$ cat src/rtl/counter_pkg.sv
// Shared constants and helpers for the modulo counter and its prescaler.
package counter_pkg;

    localparam logic DIR_UP   = 1'b1;
    localparam logic DIR_DOWN = 1'b0;

    // Bits needed to hold values 0..v-1, never less than one bit.
    function automatic int cnt_width(input int v);
        int w;
        w = 1;
        while ((64'd1 << w) < 64'(v)) w++;
        return w;
    endfunction

endpackage

$ cat src/rtl/counter_n_bit_mod_if.sv
// Control and status bundle between a counter user (master) and the counter (slave).
interface counter_n_bit_mod_if #(
    parameter int WIDTH = 3
);
    logic             en;
    logic             up;
    logic             load;
    logic [WIDTH-1:0] load_val;
    logic [WIDTH-1:0] count;
    logic             tc;
    logic             wrap;

    modport master (output en, up, load, load_val, input count, tc, wrap);
    modport slave  (input en, up, load, load_val, output count, tc, wrap);
endinterface

$ cat src/rtl/counter_n_bit_mod_tick_divider.sv
// Enable-gated prescaler: emits one tick every PRESCALE enabled cycles.
module tick_divider
    import counter_pkg::*;
#(
    parameter int PRESCALE = 1
) (
    input  logic clk,
    input  logic rst,
    input  logic clr,
    input  logic en,
    output logic tick
);
    localparam int            PW   = cnt_width(PRESCALE);
    localparam logic [PW-1:0] LAST = PW'(PRESCALE - 1);

    logic [PW-1:0] pre_q;

    assign tick = en && (pre_q == LAST);

    // Phase holds while en is low so a paused count resumes where it left off.
    always_ff @(posedge clk) begin
        if (rst || clr) begin
            pre_q <= '0;
        end else if (en) begin
            pre_q <= tick ? '0 : pre_q + PW'(1);
        end
    end
endmodule

$ cat src/rtl/counter_n_bit_mod.sv
// Up/down modulo counter with synchronous load, enable, prescaler and wrap/saturate mode.
module counter_n_bit_mod
    import counter_pkg::*;
#(
    parameter int WIDTH     = 3,
    parameter int MODULUS   = 8,
    parameter int SATURATE  = 0,
    parameter int RESET_VAL = 0,
    parameter int PRESCALE  = 1
) (
    input logic                clk,
    input logic                rst,
    counter_n_bit_mod_if.slave bus
);
    if (MODULUS < 2 || 64'(MODULUS) > (64'd1 << WIDTH)) begin : g_bad_modulus
        $fatal(1, "counter_n_bit_mod: MODULUS out of range 2..2^WIDTH");
    end
    if (RESET_VAL < 0 || RESET_VAL >= MODULUS) begin : g_bad_reset_val
        $fatal(1, "counter_n_bit_mod: RESET_VAL must be below MODULUS");
    end
    if (PRESCALE < 1) begin : g_bad_prescale
        $fatal(1, "counter_n_bit_mod: PRESCALE must be at least 1");
    end

    localparam logic [WIDTH-1:0] LAST  = WIDTH'(MODULUS - 1);
    localparam logic [WIDTH:0]   MOD_X = (WIDTH + 1)'(MODULUS);
    localparam logic [WIDTH-1:0] RST_C = WIDTH'(RESET_VAL);

    // One extra bit so MODULUS = 2^WIDTH compares exactly.
    function automatic logic [WIDTH-1:0] clamp_load(input logic [WIDTH-1:0] v);
        return ({1'b0, v} < MOD_X) ? v : LAST;
    endfunction

    // Returns {wrap, next_count}; boundaries are explicit, never natural overflow.
    function automatic logic [WIDTH:0] step_val(input logic [WIDTH-1:0] c, input logic dir);
        logic             w;
        logic [WIDTH-1:0] n;
        w = 1'b0;
        n = c;
        if (dir == DIR_UP) begin
            if (c != LAST)          n = c + WIDTH'(1);
            else if (SATURATE == 0) begin n = '0;   w = 1'b1; end
        end else begin
            if (c != '0)            n = c - WIDTH'(1);
            else if (SATURATE == 0) begin n = LAST; w = 1'b1; end
        end
        return {w, n};
    endfunction

    logic             tick;
    logic [WIDTH-1:0] count_q, count_n;
    logic             wrap_q, wrap_n;

    tick_divider #(.PRESCALE(PRESCALE)) u_div (
        .clk  (clk),
        .rst  (rst),
        .clr  (bus.load),
        .en   (bus.en),
        .tick (tick)
    );

    always_comb begin
        count_n = count_q;
        wrap_n  = 1'b0;
        if (bus.load) begin
            count_n = clamp_load(bus.load_val);
        end else if (tick) begin
            {wrap_n, count_n} = step_val(count_q, bus.up);
        end
    end

    always_ff @(posedge clk) begin
        if (rst) begin
            count_q <= RST_C;
            wrap_q  <= 1'b0;
        end else begin
            count_q <= count_n;
            wrap_q  <= wrap_n;
        end
    end

    assign bus.count = count_q;
    assign bus.wrap  = wrap_q;
    assign bus.tc    = (bus.up == DIR_UP) ? (count_q == LAST) : (count_q == '0);
endmodule

$ cat src/flat_wrapper.sv
// flat-port wrapper written by rule: the top's interface ports become plain ports
module counter_n_bit_mod_flat import counter_pkg::*;
#(
    parameter int WIDTH     = 3,
    parameter int MODULUS   = 8,
    parameter int SATURATE  = 0,
    parameter int RESET_VAL = 0,
    parameter int PRESCALE  = 1
)
  (clk, rst, bus_en, bus_up, bus_load, bus_load_val, bus_count, bus_tc, bus_wrap);
  counter_n_bit_mod_if #(.WIDTH(WIDTH)) bus_i ();
  input logic clk;
  input logic rst;
  input wire logic [$bits(bus_i.en)-1:0] bus_en;
  input wire logic [$bits(bus_i.up)-1:0] bus_up;
  input wire logic [$bits(bus_i.load)-1:0] bus_load;
  input wire logic [$bits(bus_i.load_val)-1:0] bus_load_val;
  output wire logic [$bits(bus_i.count)-1:0] bus_count;
  output wire logic [$bits(bus_i.tc)-1:0] bus_tc;
  output wire logic [$bits(bus_i.wrap)-1:0] bus_wrap;
  assign bus_i.en = bus_en;
  assign bus_i.up = bus_up;
  assign bus_i.load = bus_load;
  assign bus_i.load_val = bus_load_val;
  assign bus_count = bus_i.count;
  assign bus_tc = bus_i.tc;
  assign bus_wrap = bus_i.wrap;
  counter_n_bit_mod #(.WIDTH(WIDTH), .MODULUS(MODULUS), .SATURATE(SATURATE), .RESET_VAL(RESET_VAL), .PRESCALE(PRESCALE)) u_core (.clk(clk), .rst(rst), .bus(bus_i));
endmodule
$ cat config.mk
export PLATFORM = sky130hd
export DESIGN_NAME = counter_n_bit_mod_flat
export DESIGN_NICKNAME = d
export VERILOG_FILES = /design/src/rtl/counter_pkg.sv /design/src/rtl/counter_n_bit_mod_if.sv /design/src/rtl/counter_n_bit_mod_tick_divider.sv /design/src/rtl/counter_n_bit_mod.sv /design/src/flat_wrapper.sv
export SDC_FILE = /design/constraint.sdc
export NUM_CORES = 1
export LEC_CHECK = 0
export CAP_MARGIN = 20
export CORE_AREA = 2 2 39 41
export DETAILED_ROUTE_END_ITERATION = 7
export DIE_AREA = 0 0 41 43
export GPL_ROUTABILITY_DRIVEN = 0
export PLACE_DENSITY = 0.58
export SLEW_MARGIN = 15
export SYNTH_ARGS = -nofsm -noshare
export SYNTH_HDL_FRONTEND = slang
export SYNTH_SLANG_ARGS = --single-unit
$ cat constraint.sdc
create_clock -name clk -period 1.24 [get_ports clk]
set_input_delay 0.248 -clock clk [delete_from_list [all_inputs] [get_ports clk]]
set_output_delay 0.248 -clock clk [all_outputs]
set_load 0.01 [all_outputs]
==> impl_metrics.yaml, run 1 <==
setup_path:
  worstPathRequired_ns: 0.99
  criticalPathCategory: "reg2out"
  cpPeakStageDelay_ns: 0.36
  crit_chain: "ha_4, ha_4, nand2_1, nand2_1, buf_2"
  r2r-end: "u_core.bus.count[0]"
  worstSetupStartpointType: "flip-flop"
  r2r_start: "u_core.bus.count[1]"
  r2r_cells: 7
  critPathMaxFanout: 4
  cp_num_buf_inv: 1
  critical_path.top_delay_family: "flip-flops"
  reg2reg_setup_slack_ns: -0.22
  arrival_ns: 1.24
  crit_slowest_cell: "dfxtp_4"
  endpoint_kind: "output port"
hold_path:
  hold_depth: 1
  hp-start: "u_core.u_div.pre_q"
  min_to: "u_core.u_div.pre_q"
  min_path_type: "reg2reg"
drt:
  detail-route-antenna-nets: 0
  wl_per_cell_um: 11.9
  drcViolationCount: 0
  detailedRoute.firstIterationViolations: 4
  first_pass_iters: 4
  drt_wl_total_um: 916
  num_vias: 351
  viasPerCell: 4.56
logic_synthesis:
  synthesis.nets: 49
  synth.distinct_cells: 19
  synth_area_um2: 335
  ys_seq_elements: 5
  syn-instance-count: 37
  synth.avg_cell_area_um2: 9.06
  ys_warn_count: 0
  ys_seq_area_frac: 0.299
clocking:
  clockRootBuffer: "clkbuf_4"
  cts_hold_buf: 0
  cts_made_buffers: 3
  htree_levels: 1
  cts.reportedPaths.clkPinSlew_ns: 0.05
  clk_latency_ns: 0.24
  post_cts_buffers: 0
  cts_tree: "built"
  clk_path_buf_depth: 2
  clock-sinks: 5
layout:
  final_common_cell: "buf_4"
  nNetsFinal: 74
  mostFrequentLayoutCells: "8 x buf_4, 7 x clkdlybuf4s50_1, 4 x ha_4, 4 x dlygate4sd2_1"
  diodes: 0
  drive_above_1_share: 0.459
  area_growth_pct: 98.1
global_routing:
  antenna_found_initial: 0
  grt_first_pass_wirelength_um: 1460
  grt_pass1_vias: 359
  grt_usage: 0.123
  grt_max_degree: 9
  grt-ovfl-total: 0
placement:
  place_hpwl_um: 685
  portBuffers: 12
sta:
  finalSetupViolCount: 5
  fin_ws_ns: -0.248
  max_freq_mhz: 672
  whs_ns: 0.483
  hold_viol_final: 0
  rsz0062_at_grt: "yes"
  period_minus_slack_ns: 1.49
  fin_skew_ns: 0.00465
  tightest_slew_ns: 0.255
  finalCritPeriodShare: 1.20
  finalSetupTns_ns: -0.517
  slew_violations: 0
  slew_headroom: 0.829
flow_run:
  drv_cap: 0
power_and_ir_drop:
  power.total_mw: 0.587
  irDropWorstVdd_uv: 292
  cellPowerDensity_nw_per_um2: 884
  power.leakage_nw: 0.277
die:
  die_area_um2: 1760
  core_area_um2: 1380
  rows: 14
  die_width_um: 41
  io_pins: 13
  die_h_um: 43
  initial_core_util: 0.242
status:
  violations: "negative setup slack"
  status: "finished, violations left"
==> flip-flops by register name, indices dropped and copies added (netlist names) <==
register / cells
u_core.bus.count: 3
u_core.bus.wrap: 1
u_core.u_div.pre_q: 1
==> layer usage <==
metal / vias to the layer above / part of all wire / GRT usage
met2: 7 / 0.48 / 0.181
met4: 0 / 0 / 0.100
met3: 0 / 0.033 / 0.0157
met5: - / 0 / 0
met1: 159 / 0.48 / 0.150
li1: 185 / - / -
==> cell families after synthesis <==
group                    share of synthesized area
AO/OA/AOI/OAI                                0.209
flip-flops                                   0.299
AND/OR/NAND/NOR                              0.254
multiplexers                                0.0299
adder cells (fa/ha/maj)                      0.149
buffers and inverters                       0.0597
==> synth_stat cells <==
master	n	area, µm²
ha_1	4	50.1
nor4b_1	1	8.76
nor2b_1	3	18.8
nand2b_4	1	13.8
mux2i_1	1	10.0
a211oi_1	1	7.51
a21oi_1	2	10.0
a2111oi_0	1	8.76
buf_2	1	5.00
a221oi_2	1	15.0
o41ai_1	1	8.76
nand2b_1	1	6.26
inv_1	4	15.0
or4_1	1	7.51
nor2_1	4	15.0
a221o_1	2	20.0
nor3b_1	1	7.51
nand2_1	2	7.51
dfxtp_1	5	100
==> per-stage QoR <==
step           instances  setup WS, ns   util  area (µm²)
6_report              77        -0.248  0.480         664
5_1_grt               77        -0.299  0.480         664
3_3_place_gp          73        -0.465  0.432         598
3_5_place_dp          73        -0.450  0.432         598
4_1_cts               77        -0.231  0.448         619
2_1_floorplan         37       -0.0524      -         395
==> cell type report <==
class,count,area (µm²)
Inverter,4,20.0
Clock buffer,4,26.3
Sequential cell,5,108
Timing Repair Buffer,21,181
Fill cell,137,719
Tap cell,16,20.0
Multi-Input combinational cell,27,309
==> worst max-delay path by stage <==
| stage | to | slack [ns] | startpoint | depth (start not counted) |
|---|---|---|---|---|
| after global routing | bus_tc | -0.30 | u_core.bus.count[0] | 5 |
| after detailed placement | bus_tc | -0.45 | bus_up | 4 |
| final | bus_tc | -0.25 | u_core.bus.count[1] | 5 |
| after floorplan | u_core.bus.count[0] | -0.05 | u_core.bus.count[1] | 6 |
| after CTS | u_core.bus.count[0] | -0.23 | u_core.bus.count[1] | 7 |
| after global placement | bus_tc | -0.46 | bus_up | 4 |
==> timing repair <==
item                       in CTS  in global routing
setup endpoints to repair       9                  5
gates resized for setup         9                  9
pin swaps                       2                  0
==> power by group <==
group | switching (mW) | leakage [nW] | internal (mW)
registers | 0.0159 | 0.0423 | 0.172
logic | 0.0918 | 0.220 | 0.121
clock network | 0.0654 | 0.0150 | 0.122
total | 0.173 | 0.277 | 0.414
(Power assumes the default switching activity.)
==> inputs of run 2 (changes only) <==
- GPL_ROUTABILITY_DRIVEN: 0 -> unset
- PLACE_DENSITY: 0.58 -> 0.56
- clock period: 1.24 -> 1.7 ns (I/O delays scaled with it)
==> impl_metrics.yaml, run 2 (synthesis results as in run 1) <==
global_routing:
  grt_max_degree: 8
  antenna_found_initial: 0
  grt-ovfl-total: 0
  grt_pass1_vias: 348
  grt_usage: 0.121
  grt_first_pass_wirelength_um: 1410
die:
  die_area_um2: 1760
  initial_core_util: 0.242
  die_h_um: 43
  core_area_um2: 1380
  rows: 14
  die_width_um: 41
  io_pins: 13
drt:
  detail-route-antenna-nets: 0
  viasPerCell: 4.58
  drcViolationCount: 0
  first_pass_iters: 4
  wl_per_cell_um: 10.3
  detailedRoute.firstIterationViolations: 1
  drt_wl_total_um: 802
  num_vias: 357
sta:
  slew_violations: 0
  whs_ns: 0.485
  hold_viol_final: 0
  period_minus_slack_ns: 1.60
  fin_skew_ns: 0.00428
  slew_headroom: 0.717
  tightest_slew_ns: 0.414
  finalSetupViolCount: 0
  finalCritPeriodShare: 0.939
  finalSetupTns_ns: 0
  rsz0062_at_grt: "no"
  max_freq_mhz: 627
layout:
  fill_cells: 148
  area_growth_pct: 70.5
  nNetsFinal: 75
  final_common_cell: "clkdlybuf4s50_1"
  diodes: 0
  fin_util: 0.413
  largest_reg_flops: 3
  mostFrequentLayoutCells: "11 x clkdlybuf4s50_1, 10 x buf_4, 4 x inv_1, 4 x nor2_1"
  drive_above_1_share: 0.306
setup_path:
  arrival_ns: 1.26
  worstSetupStartpointType: "flip-flop"
  worstPathRequired_ns: 1.36
  endpoint_kind: "output port"
  criticalPathCategory: "reg2out"
  reg2reg_setup_slack_ns: 0.18
  r2r-end: "u_core.bus.count[0]"
  r2r_cells: 7
  critPathMaxFanout: 3
  r2r_start: "u_core.bus.count[0]"
power_and_ir_drop:
  power.leakage_nw: 0.257
  irDropWorstVdd_uv: 414
  cellPowerDensity_nw_per_um2: 686
clocking:
  htree_levels: 1
  cts_made_buffers: 3
  cts_tree: "built"
  post_cts_buffers: 0
  clockRootBuffer: "clkbuf_4"
  cts_hold_buf: 0
  cts.reportedPaths.clkPinSlew_ns: 0.05
  clock-sinks: 5
  clk_path_buf_depth: 2
  clk_latency_ns: 0.24
hold_path:
  hp-start: "u_core.u_div.pre_q"
  min_path_type: "reg2reg"
  hold_depth: 1
  min_to: "u_core.u_div.pre_q"
placement:
  portBuffers: 12
  place_hpwl_um: 685
  gp_routability_congestion: 0.666
flow_run:
  drv_cap: 0
status:
  status: "finished clean"
[run 2: critical path, cell delays in order, from the launching register on]
cell,delay (ns)
dfxtp_2,0.33
inv_1,0.06
ha_1,0.20
ha_2,0.18
nand2b_4,0.06
nand2_1,0.05
buf_2,0.13
[run 2: layout make-up]
cell class	instances	area, µm²	area share
well taps	16	20.0	0.0350
inverters	4	15.0	0.0263
flip-flops and latches	5	103	0.179
multi-input cells	27	218	0.381
clock buffers	4	26.3	0.0460
repair buffers	22	190	0.333
[run 2: worst max-delay path by stage]
stage                                    from                  end  cells after the start
after floorplan           u_core.bus.count[0]  u_core.bus.count[2]                      6
after global placement                 bus_up               bus_tc                      4
after detailed placement               bus_up               bus_tc                      4
after CTS                 u_core.bus.count[0]               bus_tc                      6
after global routing      u_core.bus.count[0]               bus_tc                      6
final                     u_core.bus.count[0]               bus_tc                      6
[run 2: what timing repair did]
action                     4_1_cts  5_1_grt
resized for setup                6        1
setup endpoints to repair        1        1
cloned                           0        0
[run 2: power by group]
part / switching, mW / internal, mW
clock network: 0.0498 / 0.0888
logic: 0.0494 / 0.0733
registers: 0.00508 / 0.126
[run 2: metrics by stage]
stage / power [mW] / worst slack, ns / instance area [µm²] / std cells
4_1_cts: 0.399 / 0.00120 / 578 / 78
3_5_place_dp: 0.258 / -0.164 / 546 / 74
2_1_floorplan: 0.188 / 0.236 / 335 / 37
3_3_place_gp: 0.257 / -0.157 / 546 / 74
5_1_grt: 0.421 / 0.0333 / 572 / 78
6_report: 0.392 / 0.105 / 572 / 78
[run 2: metal layers]
metal	vias to the layer above	part of all wire	global-route usage
met5	-	0	0
met4	0	0.012	0.0800
met3	2	0.061	0.0314
met2	8	0.48	0.184
met1	161	0.44	0.141
li1	186	-	-
